File: config.mk
export PLATFORM = sky130hd
export DESIGN_NAME = mem_port_arbiter_flat
export DESIGN_NICKNAME = d
export VERILOG_FILES = /design/src/rtl/mem_port_arbiter_if.sv /design/src/rtl/mem_port_arbiter.sv /design/src/flat_wrapper.sv
export SDC_FILE = /design/constraint.sdc
export NUM_CORES = 1
export LEC_CHECK = 0
export ABC_CLOCK_PERIOD_IN_PS = 3100
export CAP_MARGIN = 15
export CORE_MARGIN = 10
export CORE_UTILIZATION = 46
export CTS_BUF_LIST = sky130_fd_sc_hd__clkbuf_16
export DETAILED_ROUTE_END_ITERATION = 7
export MAX_ROUTING_LAYER = met4
export PLACE_DENSITY = 0.9
export SETUP_SLACK_MARGIN = 0.15
export SYNTH_ARGS = -nofsm -noshare
export SYNTH_HDL_FRONTEND = slang
export SYNTH_SLANG_ARGS = --single-unit
File: constraint.sdc
create_clock -name clk -period 3.1 [get_ports clk]
set_input_delay 0.775 -clock clk [delete_from_list [all_inputs] [get_ports clk]]
set_output_delay 0.775 -clock clk [all_outputs]
set_load 0.01 [all_outputs]
File: src/rtl/mem_port_arbiter_if.sv
// Pipeline- and memory-facing signals of the shared memory port arbiter.
// master is the arbiter's view; slave is the view of the pipeline/memory around it.
interface mem_port_arbiter_if #(
  parameter int unsigned AW = 16,
  parameter int unsigned DW = 16
);
  logic          if_req;
  logic [AW-1:0] if_addr;
  logic [DW-1:0] if_rdata;
  logic          if_valid;

  logic          dm_rd;
  logic          dm_wr;
  logic [AW-1:0] dm_addr;
  logic [DW-1:0] dm_wdata;
  logic [DW-1:0] dm_rdata;
  logic          dm_done;

  logic          stall_fetch;
  logic          stall_mem;

  logic [AW-1:0] mem_addr;
  logic [DW-1:0] mem_wdata;
  logic          mem_rd;
  logic          mem_wr;
  logic [DW-1:0] mem_rdata;
  logic          mem_ready;

  logic          timeout_err;
  logic [15:0]   conflict_cnt;

  modport master (
    input  if_req, if_addr, dm_rd, dm_wr, dm_addr, dm_wdata, mem_rdata, mem_ready,
    output if_rdata, if_valid, dm_rdata, dm_done, stall_fetch, stall_mem,
    output mem_addr, mem_wdata, mem_rd, mem_wr, timeout_err, conflict_cnt
  );

  modport slave (
    output if_req, if_addr, dm_rd, dm_wr, dm_addr, dm_wdata, mem_rdata, mem_ready,
    input  if_rdata, if_valid, dm_rdata, dm_done, stall_fetch, stall_mem,
    input  mem_addr, mem_wdata, mem_rd, mem_wr, timeout_err, conflict_cnt
  );
endinterface

File: src/rtl/mem_port_arbiter.sv
// Shares one variable-latency memory between instruction fetch and data accesses.
// Data has priority; each access ends on mem_ready or after TIMEOUT wait cycles.
module mem_port_arbiter #(
  parameter int unsigned AW      = 16,
  parameter int unsigned DW      = 16,
  parameter int unsigned TIMEOUT = 15
) (
  input logic                clk,
  input logic                reset,
  mem_port_arbiter_if.master bus_io
);

  typedef enum logic [1:0] {StIdle, StFetch, StData} state_e;

  localparam logic [7:0] WaitLimit = 8'(TIMEOUT - 1);

  state_e        state_q;
  logic [AW-1:0] mem_addr_q;
  logic [DW-1:0] mem_wdata_q;
  logic          mem_rd_q;
  logic          mem_wr_q;
  logic [DW-1:0] if_rdata_q;
  logic [DW-1:0] dm_rdata_q;
  logic          if_valid_q;
  logic          dm_done_q;
  logic          timeout_err_q;
  logic [7:0]    wait_cnt_q;
  logic [15:0]   conflict_cnt_q;

  logic busy;
  logic at_limit;
  logic complete;
  logic timed_out;
  logic arb_en;
  logic dm_pend;
  logic if_pend;

  always_comb begin
    busy      = (state_q != StIdle);
    at_limit  = (wait_cnt_q == WaitLimit);
    complete  = busy & (bus_io.mem_ready | at_limit);
    timed_out = busy & ~bus_io.mem_ready & at_limit;
    arb_en    = ~busy | complete;
    // A requester being completed now, or pulsed now, is still holding its old request.
    dm_pend   = (bus_io.dm_rd | bus_io.dm_wr) & ~dm_done_q & ~(complete & (state_q == StData));
    if_pend   = bus_io.if_req & ~if_valid_q & ~(complete & (state_q == StFetch));
  end

  always_ff @(posedge clk) begin
    if (reset) begin
      state_q        <= StIdle;
      mem_addr_q     <= '0;
      mem_wdata_q    <= '0;
      mem_rd_q       <= 1'b0;
      mem_wr_q       <= 1'b0;
      if_rdata_q     <= '0;
      dm_rdata_q     <= '0;
      if_valid_q     <= 1'b0;
      dm_done_q      <= 1'b0;
      timeout_err_q  <= 1'b0;
      wait_cnt_q     <= '0;
      conflict_cnt_q <= '0;
    end else begin
      if_valid_q <= 1'b0;
      dm_done_q  <= 1'b0;

      if (busy && !complete) begin
        wait_cnt_q <= wait_cnt_q + 8'd1;
      end

      if (complete) begin
        if (state_q == StFetch) begin
          if_valid_q <= 1'b1;
          if_rdata_q <= timed_out ? '1 : bus_io.mem_rdata;
        end else begin
          dm_done_q <= 1'b1;
          if (!mem_wr_q) begin
            dm_rdata_q <= timed_out ? '1 : bus_io.mem_rdata;
          end
        end
        if (timed_out) begin
          timeout_err_q <= 1'b1;
        end
      end

      if (arb_en) begin
        wait_cnt_q <= '0;
        if (dm_pend) begin
          // Read and write together is treated as a write.
          state_q     <= StData;
          mem_addr_q  <= bus_io.dm_addr;
          mem_rd_q    <= ~bus_io.dm_wr;
          mem_wr_q    <= bus_io.dm_wr;
          mem_wdata_q <= bus_io.dm_wr ? bus_io.dm_wdata : '0;
        end else if (if_pend) begin
          state_q     <= StFetch;
          mem_addr_q  <= bus_io.if_addr;
          mem_rd_q    <= 1'b1;
          mem_wr_q    <= 1'b0;
          mem_wdata_q <= '0;
        end else begin
          state_q     <= StIdle;
          mem_addr_q  <= '0;
          mem_rd_q    <= 1'b0;
          mem_wr_q    <= 1'b0;
          mem_wdata_q <= '0;
        end
      end

      if (bus_io.if_req && (state_q == StData) && (conflict_cnt_q != 16'hFFFF)) begin
        conflict_cnt_q <= conflict_cnt_q + 16'd1;
      end
    end
  end

  assign bus_io.mem_addr     = mem_addr_q;
  assign bus_io.mem_wdata    = mem_wdata_q;
  assign bus_io.mem_rd       = mem_rd_q;
  assign bus_io.mem_wr       = mem_wr_q;
  assign bus_io.if_rdata     = if_rdata_q;
  assign bus_io.dm_rdata     = dm_rdata_q;
  assign bus_io.if_valid     = if_valid_q;
  assign bus_io.dm_done      = dm_done_q;
  assign bus_io.timeout_err  = timeout_err_q;
  assign bus_io.conflict_cnt = conflict_cnt_q;
  assign bus_io.stall_fetch  = bus_io.if_req & ~if_valid_q;
  assign bus_io.stall_mem    = (bus_io.dm_rd | bus_io.dm_wr) & ~dm_done_q;

endmodule

File: src/flat_wrapper.sv
// flat-port wrapper written by rule: the top's interface ports become plain ports
module mem_port_arbiter_flat 
#(
  parameter int unsigned AW      = 16,
  parameter int unsigned DW      = 16,
  parameter int unsigned TIMEOUT = 15
)
  (clk, reset, bus_io_if_req, bus_io_if_addr, bus_io_dm_rd, bus_io_dm_wr, bus_io_dm_addr, bus_io_dm_wdata, bus_io_mem_rdata, bus_io_mem_ready, bus_io_if_rdata, bus_io_if_valid, bus_io_dm_rdata, bus_io_dm_done, bus_io_stall_fetch, bus_io_stall_mem, bus_io_mem_addr, bus_io_mem_wdata, bus_io_mem_rd, bus_io_mem_wr, bus_io_timeout_err, bus_io_conflict_cnt);
  mem_port_arbiter_if #(.AW(AW), .DW(DW)) bus_io_i ();
  input logic clk;
  input logic reset;
  input wire logic [$bits(bus_io_i.if_req)-1:0] bus_io_if_req;
  input wire logic [$bits(bus_io_i.if_addr)-1:0] bus_io_if_addr;
  input wire logic [$bits(bus_io_i.dm_rd)-1:0] bus_io_dm_rd;
  input wire logic [$bits(bus_io_i.dm_wr)-1:0] bus_io_dm_wr;
  input wire logic [$bits(bus_io_i.dm_addr)-1:0] bus_io_dm_addr;
  input wire logic [$bits(bus_io_i.dm_wdata)-1:0] bus_io_dm_wdata;
  input wire logic [$bits(bus_io_i.mem_rdata)-1:0] bus_io_mem_rdata;
  input wire logic [$bits(bus_io_i.mem_ready)-1:0] bus_io_mem_ready;
  output wire logic [$bits(bus_io_i.if_rdata)-1:0] bus_io_if_rdata;
  output wire logic [$bits(bus_io_i.if_valid)-1:0] bus_io_if_valid;
  output wire logic [$bits(bus_io_i.dm_rdata)-1:0] bus_io_dm_rdata;
  output wire logic [$bits(bus_io_i.dm_done)-1:0] bus_io_dm_done;
  output wire logic [$bits(bus_io_i.stall_fetch)-1:0] bus_io_stall_fetch;
  output wire logic [$bits(bus_io_i.stall_mem)-1:0] bus_io_stall_mem;
  output wire logic [$bits(bus_io_i.mem_addr)-1:0] bus_io_mem_addr;
  output wire logic [$bits(bus_io_i.mem_wdata)-1:0] bus_io_mem_wdata;
  output wire logic [$bits(bus_io_i.mem_rd)-1:0] bus_io_mem_rd;
  output wire logic [$bits(bus_io_i.mem_wr)-1:0] bus_io_mem_wr;
  output wire logic [$bits(bus_io_i.timeout_err)-1:0] bus_io_timeout_err;
  output wire logic [$bits(bus_io_i.conflict_cnt)-1:0] bus_io_conflict_cnt;
  assign bus_io_i.if_req = bus_io_if_req;
  assign bus_io_i.if_addr = bus_io_if_addr;
  assign bus_io_i.dm_rd = bus_io_dm_rd;
  assign bus_io_i.dm_wr = bus_io_dm_wr;
  assign bus_io_i.dm_addr = bus_io_dm_addr;
  assign bus_io_i.dm_wdata = bus_io_dm_wdata;
  assign bus_io_i.mem_rdata = bus_io_mem_rdata;
  assign bus_io_i.mem_ready = bus_io_mem_ready;
  assign bus_io_if_rdata = bus_io_i.if_rdata;
  assign bus_io_if_valid = bus_io_i.if_valid;
  assign bus_io_dm_rdata = bus_io_i.dm_rdata;
  assign bus_io_dm_done = bus_io_i.dm_done;
  assign bus_io_stall_fetch = bus_io_i.stall_fetch;
  assign bus_io_stall_mem = bus_io_i.stall_mem;
  assign bus_io_mem_addr = bus_io_i.mem_addr;
  assign bus_io_mem_wdata = bus_io_i.mem_wdata;
  assign bus_io_mem_rd = bus_io_i.mem_rd;
  assign bus_io_mem_wr = bus_io_i.mem_wr;
  assign bus_io_timeout_err = bus_io_i.timeout_err;
  assign bus_io_conflict_cnt = bus_io_i.conflict_cnt;
  mem_port_arbiter #(.AW(AW), .DW(DW), .TIMEOUT(TIMEOUT)) u_core (.clk(clk), .reset(reset), .bus_io(bus_io_i));
endmodule
==> Flow_metrics.wiki <==
{| class="wikitable"
! Metric !! Value
|-
| Setup crit start kind || primary input
|-
| Switching Power || 0.000708 W
|-
| Max-slew headroom at the worst pin || a little over a quarter
|-
| CTS Buf Count || 9
|-
| Class of the tightest hold or removal check || reg2reg
|-
| Sink count of the clock tree || 95
|-
| Vias || between 3000 and 4000
|-
| Synthesized area divided by synthesized cell count || between 9 and 10 um^2
|-
| Cell Rows || 32
|-
| Hold bufs inserted after CTS || 0
|-
| Worst Hold Slack || 473 ps
|-
| CP arrival || between 2000 and 2500 ps
|-
| Floorplan die width || 110 um
|-
| Total grt overflow || 0
|-
| Achievable clock frequency || between 300 and 400 MHz
|-
| Level count of the clock H-tree || 3
|-
| Final RePlAce weighted congestion || between 0.7 and 0.8
|-
| Leakage power || 1.99 nW
|-
| Number of DRC markers after the initial detailed-route iteration || 163
|-
| Cell count of the worst hold path || 2
|-
| Power share of the sequential group || 44.8%
|-
| Clock Pin Slew Worst Setup and Hold Paths || 60 ps
|-
| Number of different library cells in the post-synthesis netlist || 48
|-
| Worst R2R Start || u_core.wait_cnt_q[0]
|-
| Initial Util || between 40% and 50%
|-
| Ant diodes || 0
|-
| Unrepaired setup endpoints after global routing || false
|-
| DRC violation count after routing || 0
|-
| Main flop type after synthesis || sky130_fd_sc_hd__dfxtp_1
|-
| Endpoint required time on the critical path || 2320 ps
|-
| Final Max Slew Viols || 0
|-
| Most frequent cell after synthesis || sky130_fd_sc_hd__dfxtp_1
|-
| Worst hold path startpoint || u_core.bus_io.timeout_err
|-
| Kind of end point of the critical path || output pin
|-
| Proportion of register bits with asynchronous set or reset after synthesis || 0%
|-
| I/O pin cnt || roughly 160
|-
| Mean number of vias per cell || approximately 5.5
|-
| Worst slew pin tran || 1080 ps
|-
| Count of cells resized by post-cts repair || 0
|-
| Clock Root Buffer || sky130_fd_sc_hd__clkbuf_16
|-
| Total cell area at the placement stage || 5380 um^2
|-
| Dpl hpwl || about 8.5 mm
|-
| Clock tree from TritonCTS || yes
|-
| Synthesized area || roughly 3800 um^2
|-
| Final hold vios || 0
|-
| Pre-antenna DRT Iters || 4
|-
| Yosys warnings || 0
|-
| Internal power consumption || around 0.0023 W
|-
| Area leader, netlist || sky130_fd_sc_hd__dfxtp_1
|-
| Vert. Die Dim || 110 um
|-
| Switching power as a share of total power || a little under a quarter
|-
| Pwr Total || just under 0.003 W
|-
| Max rail drop VDD || 0.000400 V
|-
| Synth top area share || between 50% and 60%
|-
| Summed negative setup slack over all endpoints || 0 ps
|-
| Outcome || finished, final reports clean
|-
| Fin crit share || about 93%
|-
| CTS Buffer Depth || 2
|-
| Post-synthesis sequential element count || 95
|-
| Combinational power share || between 10% and 20%
|-
| Final core occ || 72.7%
|-
| Net count after synthesis || 464
|-
| Combined global-route utilization of all metal layers || a little under a fifth
|-
| First-pass GRT wire length || between 15 and 20 mm
|-
| Clock period minus worst slack || 2890 ps
|-
| Internal reg-to-reg setup slack || just under 600 ps
|-
| Reg-to-reg critical path endpoint || u_core.bus_io.mem_wdata[10]
|-
| Fin nets || a little over 600
|-
| Synth-to-Final Area Change || 51.8%
|-
| Power per unit of standard cell area || approximately 520 nW/um^2
|-
| Path depth of the worst reg2reg path || 7
|-
| Area contributors post-synth || sky130_fd_sc_hd__dfxtp_1 51%, sky130_fd_sc_hd__nor2_1 8.1%, sky130_fd_sc_hd__a211oi_1 6.4%
|-
| Total routed wirelength || between 10 and 15 mm
|-
| Total die area || roughly 12000 um^2
|-
| Clk_lat worst skew || ~330 ps
|-
| Max FO, Critical Path || 3
|-
| Setup Skew || 13.2 ps
|-
| Fraction of final layout cells sized beyond drive strength 1 || under 10%
|-
| List of most frequent post-synthesis cells || 95 x sky130_fd_sc_hd__dfxtp_1, 81 x sky130_fd_sc_hd__nor2_1, 32 x sky130_fd_sc_hd__a211oi_1
|-
| Sequential cell area fraction in the yosys report || approximately 50%
|-
| Number of enable-type register cells in the synthesized netlist || 0
|-
| Routed wire per std cell || roughly 18 um
|-
| Capture endpoint of the worst hold path || u_core.bus_io.timeout_err
|-
| Number of buffers added on ports || 156
|-
| Placeable Area || approximately 8000 um^2
|-
| Count of buffers added by post-CTS timing repair for setup || 0
|-
| Number of maximum-capacitance constraint violations || 0
|-
| Path type of the worst setup path || in2out
|-
| Origin of the worst setup path || bus_io_if_req
|-
| Fraction of power consumed by the clock network || roughly two fifths
|-
| Number of antenna violations at the first check in global routing || 0
|-
| Largest net degree at the start of global routing || 33
|-
| Vias in the first global route || 3363
|-
| Number of instances in the synthesized netlist || between 300 and 400
|-
| Post-route cell area || ~5700 um^2
|-
| Number of setup violations in the final report || 0
|-
| Antenna-violating nets left || 0
|}
-- metal layers --
layer,share of wire [%],vias to the layer above,track usage [%]
met4,3.6,0,9.36
met1,38,1649,19.8
li1,-,1719,-
met5,0,-,-
met2,52,123,31.7
met3,5.9,28,2.96
-- sequential cells by signal, indices dropped and copies added (netlist names), 2 cells and up --
register and count:
u_core.bus_io.dm_rdata 16, u_core.bus_io.mem_addr 16, u_core.bus_io.mem_wdata 16, u_core.bus_io.if_rdata 16, u_core.bus_io.conflict_cnt 16, u_core.wait_cnt_q 8, u_core.state_q 2
-- stage by stage --
| step | setup slack, ps | cells |
|---|---|---|
| after global placement | 205 | 628 |
| after CTS | 189 | 644 |
| after floorplan | 982 | 391 |
| after global routing | 165 | 644 |
| final | 206 | 644 |
| after detailed placement | 148 | 628 |
-- cell usage in the layout, fill, tap and decap left out, drive strengths merged, types with 10 or more instances in the layout --
cell,Yosys,layout
xor2,13,13
nor2,81,81
dfxtp,95,95
a32o,16,16
a211oi,32,32
nand2,10,10
clkdlybuf4s50,0,155
a22o,16,16
nor3,13,13
a31o,16,16
-- power groups by stage --
stage | Clock (W) | Combinational, W | Sequential (W)
after detailed placement | 0 | 0.000459 | 0.00135
after global placement | 0 | 0.000448 | 0.00135
after CTS | 0.00119 | 0.000465 | 0.00133
after floorplan | 0 | 0.000175 | 0.00138
after global routing | 0.00123 | 0.000493 | 0.00134
final | 0.00117 | 0.000462 | 0.00133
-- cell families (layout without fill, tap and decap cells) --
| logic type | count (synthesis) | count (layout) | share of synthesized area [%] |
|---|---|---|---|
| AND/OR/NAND/NOR | 138 | 138 | 17.5 |
| multiplexers | 1 | 1 | 0.266 |
| buffers and inverters | 31 | 182 | 3.83 |
| flip-flops | 95 | 95 | 50.6 |
| adder cells (fa/ha/maj) | 3 | 3 | 0.999 |
| AO/OA/AOI/OAI | 104 | 104 | 22.4 |
| XOR/XNOR | 19 | 19 | 4.43 |
-- worst max-delay path by stage --
stage | to | slack, ps | cells after the start
floorplan | u_core.bus_io.mem_addr[10] | 980 | 7
CTS | bus_io_stall_fetch | 190 | 4
detailed placement | u_core.bus_io.mem_wdata[10] | 150 | 5
finish | bus_io_stall_fetch | 210 | 4
global placement | bus_io_stall_fetch | 200 | 4
global route | bus_io_stall_fetch | 160 | 4
-- worst max-delay path, cell delays in order --
cell and delay (ps):
sky130_fd_sc_hd__clkdlybuf4s50_1 480, sky130_fd_sc_hd__inv_1 90, sky130_fd_sc_hd__nor2_1 180, sky130_fd_sc_hd__clkdlybuf4s50_1 590
-- cell type report --
| cell class | instances | area [um^2] |
|---|---|---|
| tap | 102 | 128 |
| clock inverter | 7 | 95.1 |
| fill | 585 | 2150 |
| inverter | 2 | 7.51 |
| sequential | 95 | 1900 |
| multi-input combinational | 265 | 1730 |
| clock buffer | 9 | 225 |
| timing repair buffer | 164 | 1620 |
Note: power is estimated with default switching activity, not from simulation.
